--- src/rtl/switch_led_debounce_bank.sv ---
// N-channel switch bank: each switch is synchronised and debounced before it drives an LED,
// and a one-cycle pulse marks each debounced press. Define SWITCH_LED_TOGGLE_EN to build toggle mode.
module switch_led_debounce_bank #(
  parameter int NUM_CH         = 4,
  parameter int DEBOUNCE_LIMIT = 250000
) (
  input  logic              i_Clk,
  input  logic              i_Rst,
  input  logic [NUM_CH-1:0] i_Switch,
  input  logic              i_Toggle_Mode,
  output logic [NUM_CH-1:0] o_LED,
  output logic [NUM_CH-1:0] o_Press_Pulse
);

  localparam int CNT_W = $clog2(DEBOUNCE_LIMIT + 1);
  localparam logic [CNT_W-1:0] LAST_CNT = CNT_W'(DEBOUNCE_LIMIT - 1);

  logic [NUM_CH-1:0] r_Sync1;
  logic [NUM_CH-1:0] r_Sync2;
  logic [NUM_CH-1:0] r_Stable;
  logic [NUM_CH-1:0] r_LED;
  logic [NUM_CH-1:0] r_Pulse;
  logic [CNT_W-1:0]  r_Count [NUM_CH];

  logic [NUM_CH-1:0] w_StableNext;
  logic [NUM_CH-1:0] w_Rise;
  logic [NUM_CH-1:0] w_LEDNext;
  logic [CNT_W-1:0]  w_CountNext [NUM_CH];

  // A changed level must persist for DEBOUNCE_LIMIT consecutive clocks; any return restarts the count.
  always_comb begin
    w_StableNext = r_Stable;
    for (int n = 0; n < NUM_CH; n++) begin
      w_CountNext[n] = '0;
      if (r_Sync2[n] != r_Stable[n]) begin
        if (r_Count[n] == LAST_CNT) begin
          w_StableNext[n] = r_Sync2[n];
        end else begin
          w_CountNext[n] = r_Count[n] + 1'b1;
        end
      end
    end
    w_Rise = w_StableNext & ~r_Stable;
  end

`ifdef SWITCH_LED_TOGGLE_EN
  // Leaving toggle mode reloads the LED from the debounced level; entering it holds the LED.
  always_comb begin
    w_LEDNext = i_Toggle_Mode ? (r_LED ^ w_Rise) : w_StableNext;
  end
`else
  logic w_unused_ToggleMode;
  assign w_unused_ToggleMode = i_Toggle_Mode;

  always_comb begin
    w_LEDNext = w_StableNext;
  end
`endif

  always_ff @(posedge i_Clk or posedge i_Rst) begin
    if (i_Rst) begin
      r_Sync1  <= '0;
      r_Sync2  <= '0;
      r_Stable <= '0;
      r_LED    <= '0;
      r_Pulse  <= '0;
      for (int n = 0; n < NUM_CH; n++) begin
        r_Count[n] <= '0;
      end
    end else begin
      r_Sync1  <= i_Switch;
      r_Sync2  <= r_Sync1;
      r_Stable <= w_StableNext;
      r_LED    <= w_LEDNext;
      r_Pulse  <= w_Rise;
      for (int n = 0; n < NUM_CH; n++) begin
        r_Count[n] <= w_CountNext[n];
      end
    end
  end

  assign o_LED         = r_LED;
  assign o_Press_Pulse = r_Pulse;

endmodule
--- config.mk ---
export PLATFORM = sky130hd
export DESIGN_NAME = switch_led_debounce_bank
export DESIGN_NICKNAME = d
export VERILOG_FILES = /design/src/rtl/switch_led_debounce_bank.sv
export SDC_FILE = /design/constraint.sdc
export NUM_CORES = 1
export LEC_CHECK = 0
export CELL_PAD_IN_SITES_DETAIL_PLACEMENT = 0
export CELL_PAD_IN_SITES_GLOBAL_PLACEMENT = 1
export CORE_AREA = 2 2 94 96
export CTS_BUF_LIST = sky130_fd_sc_hd__clkbuf_8
export DETAILED_ROUTE_END_ITERATION = 10
export DIE_AREA = 0 0 96 98
export PLACE_DENSITY = 0.87
export SYNTH_ARGS = -nofsm -noshare
export SYNTH_HDL_FRONTEND = slang
export SYNTH_SLANG_ARGS = --single-unit
--- constraint.sdc ---
create_clock -name i_Clk -period 3.52 [get_ports i_Clk]
set_input_delay 0.88 -clock i_Clk [delete_from_list [all_inputs] [get_ports i_Clk]]
set_output_delay 0.88 -clock i_Clk [all_outputs]
set_load 0.005 [all_outputs]
==> impl_metrics.yaml, run 1 <==
outcome:
  status: "finished, final reports clean"
synth:
  synthXorXnorAreaFrac: 0.132
  ys_seq_area_frac: 0.535
  syn-instance-count: 397
  ys_types: 35
  synthMuxAreaShare: 0.0109
  syn_area_mm2: 0.00412
  synth_simple_gate_area_share: 0.252
  ys_seq_elements: 88
  synthesis.nets: 408
  yosysWarningCount: 0
  synth_compound_area_frac: 0.0362
  postSynthAreaPerCell_um2: 10.4
  synthAdderAreaFrac: 0.0122
  synth_top_family_by_area: "simple AND/OR/NAND/NOR gates"
grt:
  use_met2: 0.264
  use_met1: 0.237
  grt_pass1_vias: 2892
  busiest_layer: "met2"
  overflow: 0
  grt_max_degree: 52
  grt_pass1_wl_um: 13000
  antenna_found_initial: 0
  met3_usage: 0.0355
  gr-usage-all-layers: 0.173
setup_path:
  worstSetupPathType: "reg -> reg"
  cpPeakStageDelay_ps: 1010
  worstRegToRegCells: 4
  crit_family: "compound AO/OA/AOI/OAI gates"
  path_max_fanout: 18
  critical_path.endpoint_type: "flop"
  cp-startpoint: "r_Count[54]"
  required_ps: 3720
  r2r-start: "r_Count[54]"
  start_kind: "flop"
  worstPathCellList: "ha_1 -> nand4_1 -> o41ai_4 -> nor2_1"
  cp_num_buf_inv: 0
  critical_path_depth: 4
  cp.arrival_ps: 2460
  critPathSlowestCell: "o41ai_4"
layout:
  num-fill-cells: 738
  drive_above_1_share: 0.0757
  syn2layout_area_growth_pct: 12.0
  final_cell_area_mm2: 0.00461
  antenna-diode-count: 0
  final_nets: 430
detailed_routing:
  firstDrtPassIters: 4
  antenna_left: 0
  viasPerCell: 5.53
  route.detailed.drc: 0
  vias: 2934
  avgRoutedWirePerCell_um: 14.0
  wl_um: 7410
  drt-initial-drc-count: 137
clocking:
  numCtsBuffers: 9
  path_clk_slew_ps: 90
  ctsRootBufferMaster: "clkbuf_8"
  post_cts_resized: 0
  cts_tree: "yes"
  clkSinkCount: 88
  ctsHoldBuffers: 0
  cts_buffer_depth: 2
  htreeDepth: 3
  clk-insertion-delay-late_ps: 350
  cts_setup_buffers: 0
timing:
  clock_skew_ps: 11.9
  tightest_slew_ps: 949
  fin_ws_ps: 1260
  post-route-period-util: 0.643
  hold_ws_ps: 359
  tns_ps: 0
  rsz0062_at_grt: "no"
  hold_viol_final: 0
  max_freq_ghz: 0.442
  timing.final.max_slew_violations: 0
  setup_viol: 0
  slew_headroom: 0.365
  period_needed_ps: 2260
worst_hold_path:
  hold_start: "r_Sync1[2]"
  hp-class: "reg -> reg"
  min_path_cells: 0
floorplan:
  dieArea_mm2: 0.00941
  ios: 15
  core-area_mm2: 0.00847
  start_util: 0.486
  fp-row-count: 34
  fp.dieW_um: 96
  fp.dieH_um: 98
job:
  maxCapViolCount: 0
placement:
  dp_hpwl_um: 4950
  place.port_buffers: 13
  post_dp_cell_area_mm2: 0.00439
  place.gp.congestion: 0.775
  place_ws_ps: 1260
power_and_ir_drop:
  power.density_mw_per_mm2: 407
  p_leak_uw: 0.00184
  vdd_ir_drop_max_mv: 0.310
registers in the layout, indices dropped and copies added (netlist names):
signal         cells
r_Count           72
r_Sync2            4
r_Sync1            4
o_LED              4
o_Press_Pulse      4
stage by stage:
step / util / total power (µW) / instances
after CTS: 0.545 / 1910 / 531
after global routing: 0.545 / 1960 / 531
after global placement: 0.519 / 1130 / 516
after floorplan: - / 1110 / 397
after detailed placement: 0.519 / 1130 / 516
final: 0.545 / 1880 / 531
synth_stat cells (all sizes together):
cell type  count  share of area
a21oi          6         0.0073
and2           1         0.0015
and3           3         0.0046
and3b          2         0.0043
and4           3         0.0064
buf            4         0.0064
clkbuf         2         0.0018
dfrtp         88           0.53
ha             4          0.012
inv           15          0.014
mux2           4          0.011
nand2         16          0.015
nand2b         2         0.0030
nand3         26          0.032
nand4         21          0.033
nor2          76          0.069
nor2b          1         0.0015
nor3          11          0.013
nor3b          2         0.0036
nor4          18          0.027
nor4b          4         0.0085
o21ai          2         0.0052
o31ai          5         0.0091
o41ai          3          0.015
or2            2         0.0030
or3            3         0.0046
or4           10          0.019
or4b           1         0.0024
xnor2         44          0.094
xor2          18          0.038
cells by family after synthesis:
| kind of cell | count (synthesis) |
|---|---|
| AOI/OAI and AO/OA | 16 |
| xor gates and xnor gates | 62 |
| adders and majority gates | 4 |
| buffers and inverters | 21 |
| DFF | 88 |
| muxes | 4 |
| and+or+nand+nor | 202 |
path summary, 6_finish.rpt:
kind | to | slack [ps]
setup / recovery | r_Count[65] | 1260
hold / removal | r_Sync2[2] | 360
setup reg to reg | r_Count[65] | 1260
hold reg to reg | r_Sync2[2] | 360
max in group asynchronous | r_Sync2[1] | 1850
min in group asynchronous | r_Count[8] | 990
power by group:
part           total [µW]  switching [µW]  internal (µW)  leakage (µW)
Clock                 769             354            415      0.000108
Sequential           1040            15.2           1030       0.00120
Combinational        68.0            44.1           24.0      0.000535
Total                1880             413           1470       0.00184
cell usage in the layout (no fill, tap or decap), types with 3 or more instances in the layout:
cell type         n
buf_4             3
clkbuf_8         10
nor3_1           11
or3_1             3
nand3_1          26
and3_1            3
inv_1            14
and4_1            3
o31ai_1           5
a21oi_1           6
mux2_2            4
nor4_1           18
nor2_1           76
xor2_1           18
nor4b_1           4
dfrtp_1          88
nand4_1          20
xnor2_1          44
clkdlybuf4s50_1  13
nand2_1          16
or4_1             9
ha_1              4
final cells by class:
class	count	area, µm²	area share
Multi-Input combinational cell	288	1830	0.396
Clock buffer	10	138	0.0298
Tap cell	108	135	0.0293
Clock inverter	5	81.3	0.0176
Inverter	15	57.6	0.0125
Timing Repair Buffer	17	173	0.0374
Sequential cell	88	2200	0.477
metal layers:
metal,wire length [µm],up-vias
met3,274,9
li1,-,1435
met2,3500,50
met4,108,0
met1,3530,1440
met5,0,-
worst register-to-register path: cells and delay by family, from the launching register on:
kind | cells | cell delay [ps]
adders and majority gates | 1 | 220
AOI/OAI and AO/OA | 1 | 1010
DFF | 1 | 390
and+or+nand+nor | 2 | 490
No activity file was read; power rests on OpenSTA's default activity.
==> run 2, diff against run 1 <==
CORE_AREA = 2 2 99 101   (was 2 2 94 96)
DIE_AREA = 0 0 101 103   (was 0 0 96 98)
PLACE_DENSITY = 0.83   (was 0.87)
clock period = 2 ns   (was 3.52 ns; I/O delays follow)
==> impl_metrics.yaml, run 2 (synthesized netlist as in run 1, its figures left out) <==
clocking:
  clk-insertion-delay-late_ps: 350
  ctsRootBufferMaster: "clkbuf_8"
  numCtsBuffers: 9
  cts_tree: "yes"
  htreeDepth: 3
  clkSinkCount: 88
  cts_buffer_depth: 2
  path_clk_slew_ps: 80
  ctsHoldBuffers: 0
detailed_routing:
  viasPerCell: 5.33
  antenna_left: 0
  wl_um: 7740
  drt-initial-drc-count: 96
  vias: 2987
  avgRoutedWirePerCell_um: 13.8
  route.detailed.drc: 0
  firstDrtPassIters: 6
placement:
  place.port_buffers: 13
  place.gp.congestion: 0.853
  dp_hpwl_um: 5490
  dp.cells: 543
  post_dp_cell_area_mm2: 0.00460
timing:
  max_freq_ghz: 0.500
  clock_skew_ps: 10.2
  period_needed_ps: 2000
  hold_viol_final: 0
  rsz0062_at_grt: "yes"
  tightest_slew_ps: 406
  hold_ws_ps: 353
  timing.final.max_slew_violations: 0
  slew_headroom: 0.727
  tns_ps: -1.23
  fin_ws_ps: -1.23
  setup_viol: 1
  post-route-period-util: 1.00
grt:
  grt_pass1_vias: 2961
  grt_max_degree: 46
  gr-usage-all-layers: 0.167
  grt_pass1_wl_um: 13800
  antenna_found_initial: 0
  overflow: 0
setup_path:
  r2r-start: "r_Count[49]"
  path_max_fanout: 3
  cp.arrival_ps: 2240
  r2r_slack_ps: -1
  required_ps: 2240
  worstSetupPathType: "reg -> reg"
  start_kind: "flop"
  critical_path.endpoint_type: "flop"
  reg2reg_to: "o_LED[1]"
  worstRegToRegCells: 4
layout:
  drive_above_1_share: 0.128
  final_cell_area_mm2: 0.00480
  final_util: 0.508
  final_cells: 560
  mostFrequentLayoutCells: "dfrtp_1 (88), nor2_1 (75), xnor2_1 (44), nand3_1 (26), buf_4 (23)"
  final_nets: 452
  antenna-diode-count: 0
  largest_reg_flops: 72
  final_common_cell: "dfrtp_1"
  top_register: "r_Count"
  syn2layout_area_growth_pct: 16.6
worst_hold_path:
  hold_start: "r_Sync1[3]"
  min_path_cells: 0
  hp-class: "reg -> reg"
  holdPathEnd: "r_Sync2[3]"
floorplan:
  fp-row-count: 36
  core-area_mm2: 0.00946
  start_util: 0.435
  dieArea_mm2: 0.0104
  ios: 15
  fp.dieW_um: 101
  fp.dieH_um: 103
job:
  maxCapViolCount: 0
power_and_ir_drop:
  p_sw_frac: 0.234
  vdd_ir_drop_max_mv: 0.435
  comb_power_share: 0.043
  power.density_mw_per_mm2: 663
  p_int_uw: 2440
  p_leak_uw: 0.00195
  pwr-share-seq: 0.576
  p_sw_uw: 745
  pwr-share-clk: 0.381
outcome:
  violations: "setup timing"
  status: "finished, violations left"
[run 2: stage by stage]
stage / power (µW) / setup WS [ps]
4_1_cts: 3230 / -2.50
3_5_place_dp: 2010 / -38.5
3_3_place_gp: 2000 / 16.2
5_1_grt: 3330 / -41.8
6_report: 3180 / -1.23
2_1_floorplan: 1950 / 1.80
[run 2: worst max-delay path by stage]
stage                start     endpoint  slack, ps
6_report       r_Count[49]     o_LED[1]         -1
5_1_grt        r_Count[49]  r_Count[46]        -40
4_1_cts        r_Count[49]     o_LED[1]         -3
3_5_place_dp   r_Count[45]     o_LED[1]        -40
3_3_place_gp   r_Count[45]     o_LED[1]         20
2_1_floorplan  r_Count[45]  r_Count[45]          2
[run 2: layout make-up]
class | instances | area, µm²
Inverter | 15 | 60.1
Clock buffer | 9 | 124
Timing Repair Buffer | 39 | 363
Clock inverter | 7 | 70.1
Fill cell | 902 | 4660
Tap cell | 114 | 143
Sequential cell | 88 | 2200
Multi-Input combinational cell | 288 | 1840
[run 2: critical path, stage by stage (launching register included)]
cell and delay, ps:
dfrtp_1 380, or4b_4 530, or4_4 570, nor2_4 110
mux2_4 300
[run 2: metal layers]
metal  share of wire  routed length, µm  global-route usage  vias to the layer above
met3           0.030                235              0.0434                        9
li1                -                  -                   -                     1473
met2            0.47               3600               0.266                       35
met1            0.50               3840               0.230                     1470
met4          0.0088                 68              0.0395                        0
met5               0                  0                   0                        -
[run 2: power by group through the flow]
stage | clock, µW | sequential (µW) | combinational (µW)
finish | 1210 | 1830 | 136
global route | 1340 | 1840 | 157
CTS | 1250 | 1830 | 142
detailed placement | 0 | 1870 | 139
global placement | 0 | 1870 | 137
floorplan | 0 | 1860 | 86.1
[run 2: what timing repair did]
action | 4_1_cts | 5_1_grt
endpoints found under the hold margin | 0 | 0
pin swaps | 2 | 0
buffers inserted | 0 | 1
gates cloned | 0 | 0
endpoints found under the setup margin | 8 | 19
resized for setup | 1 | 0
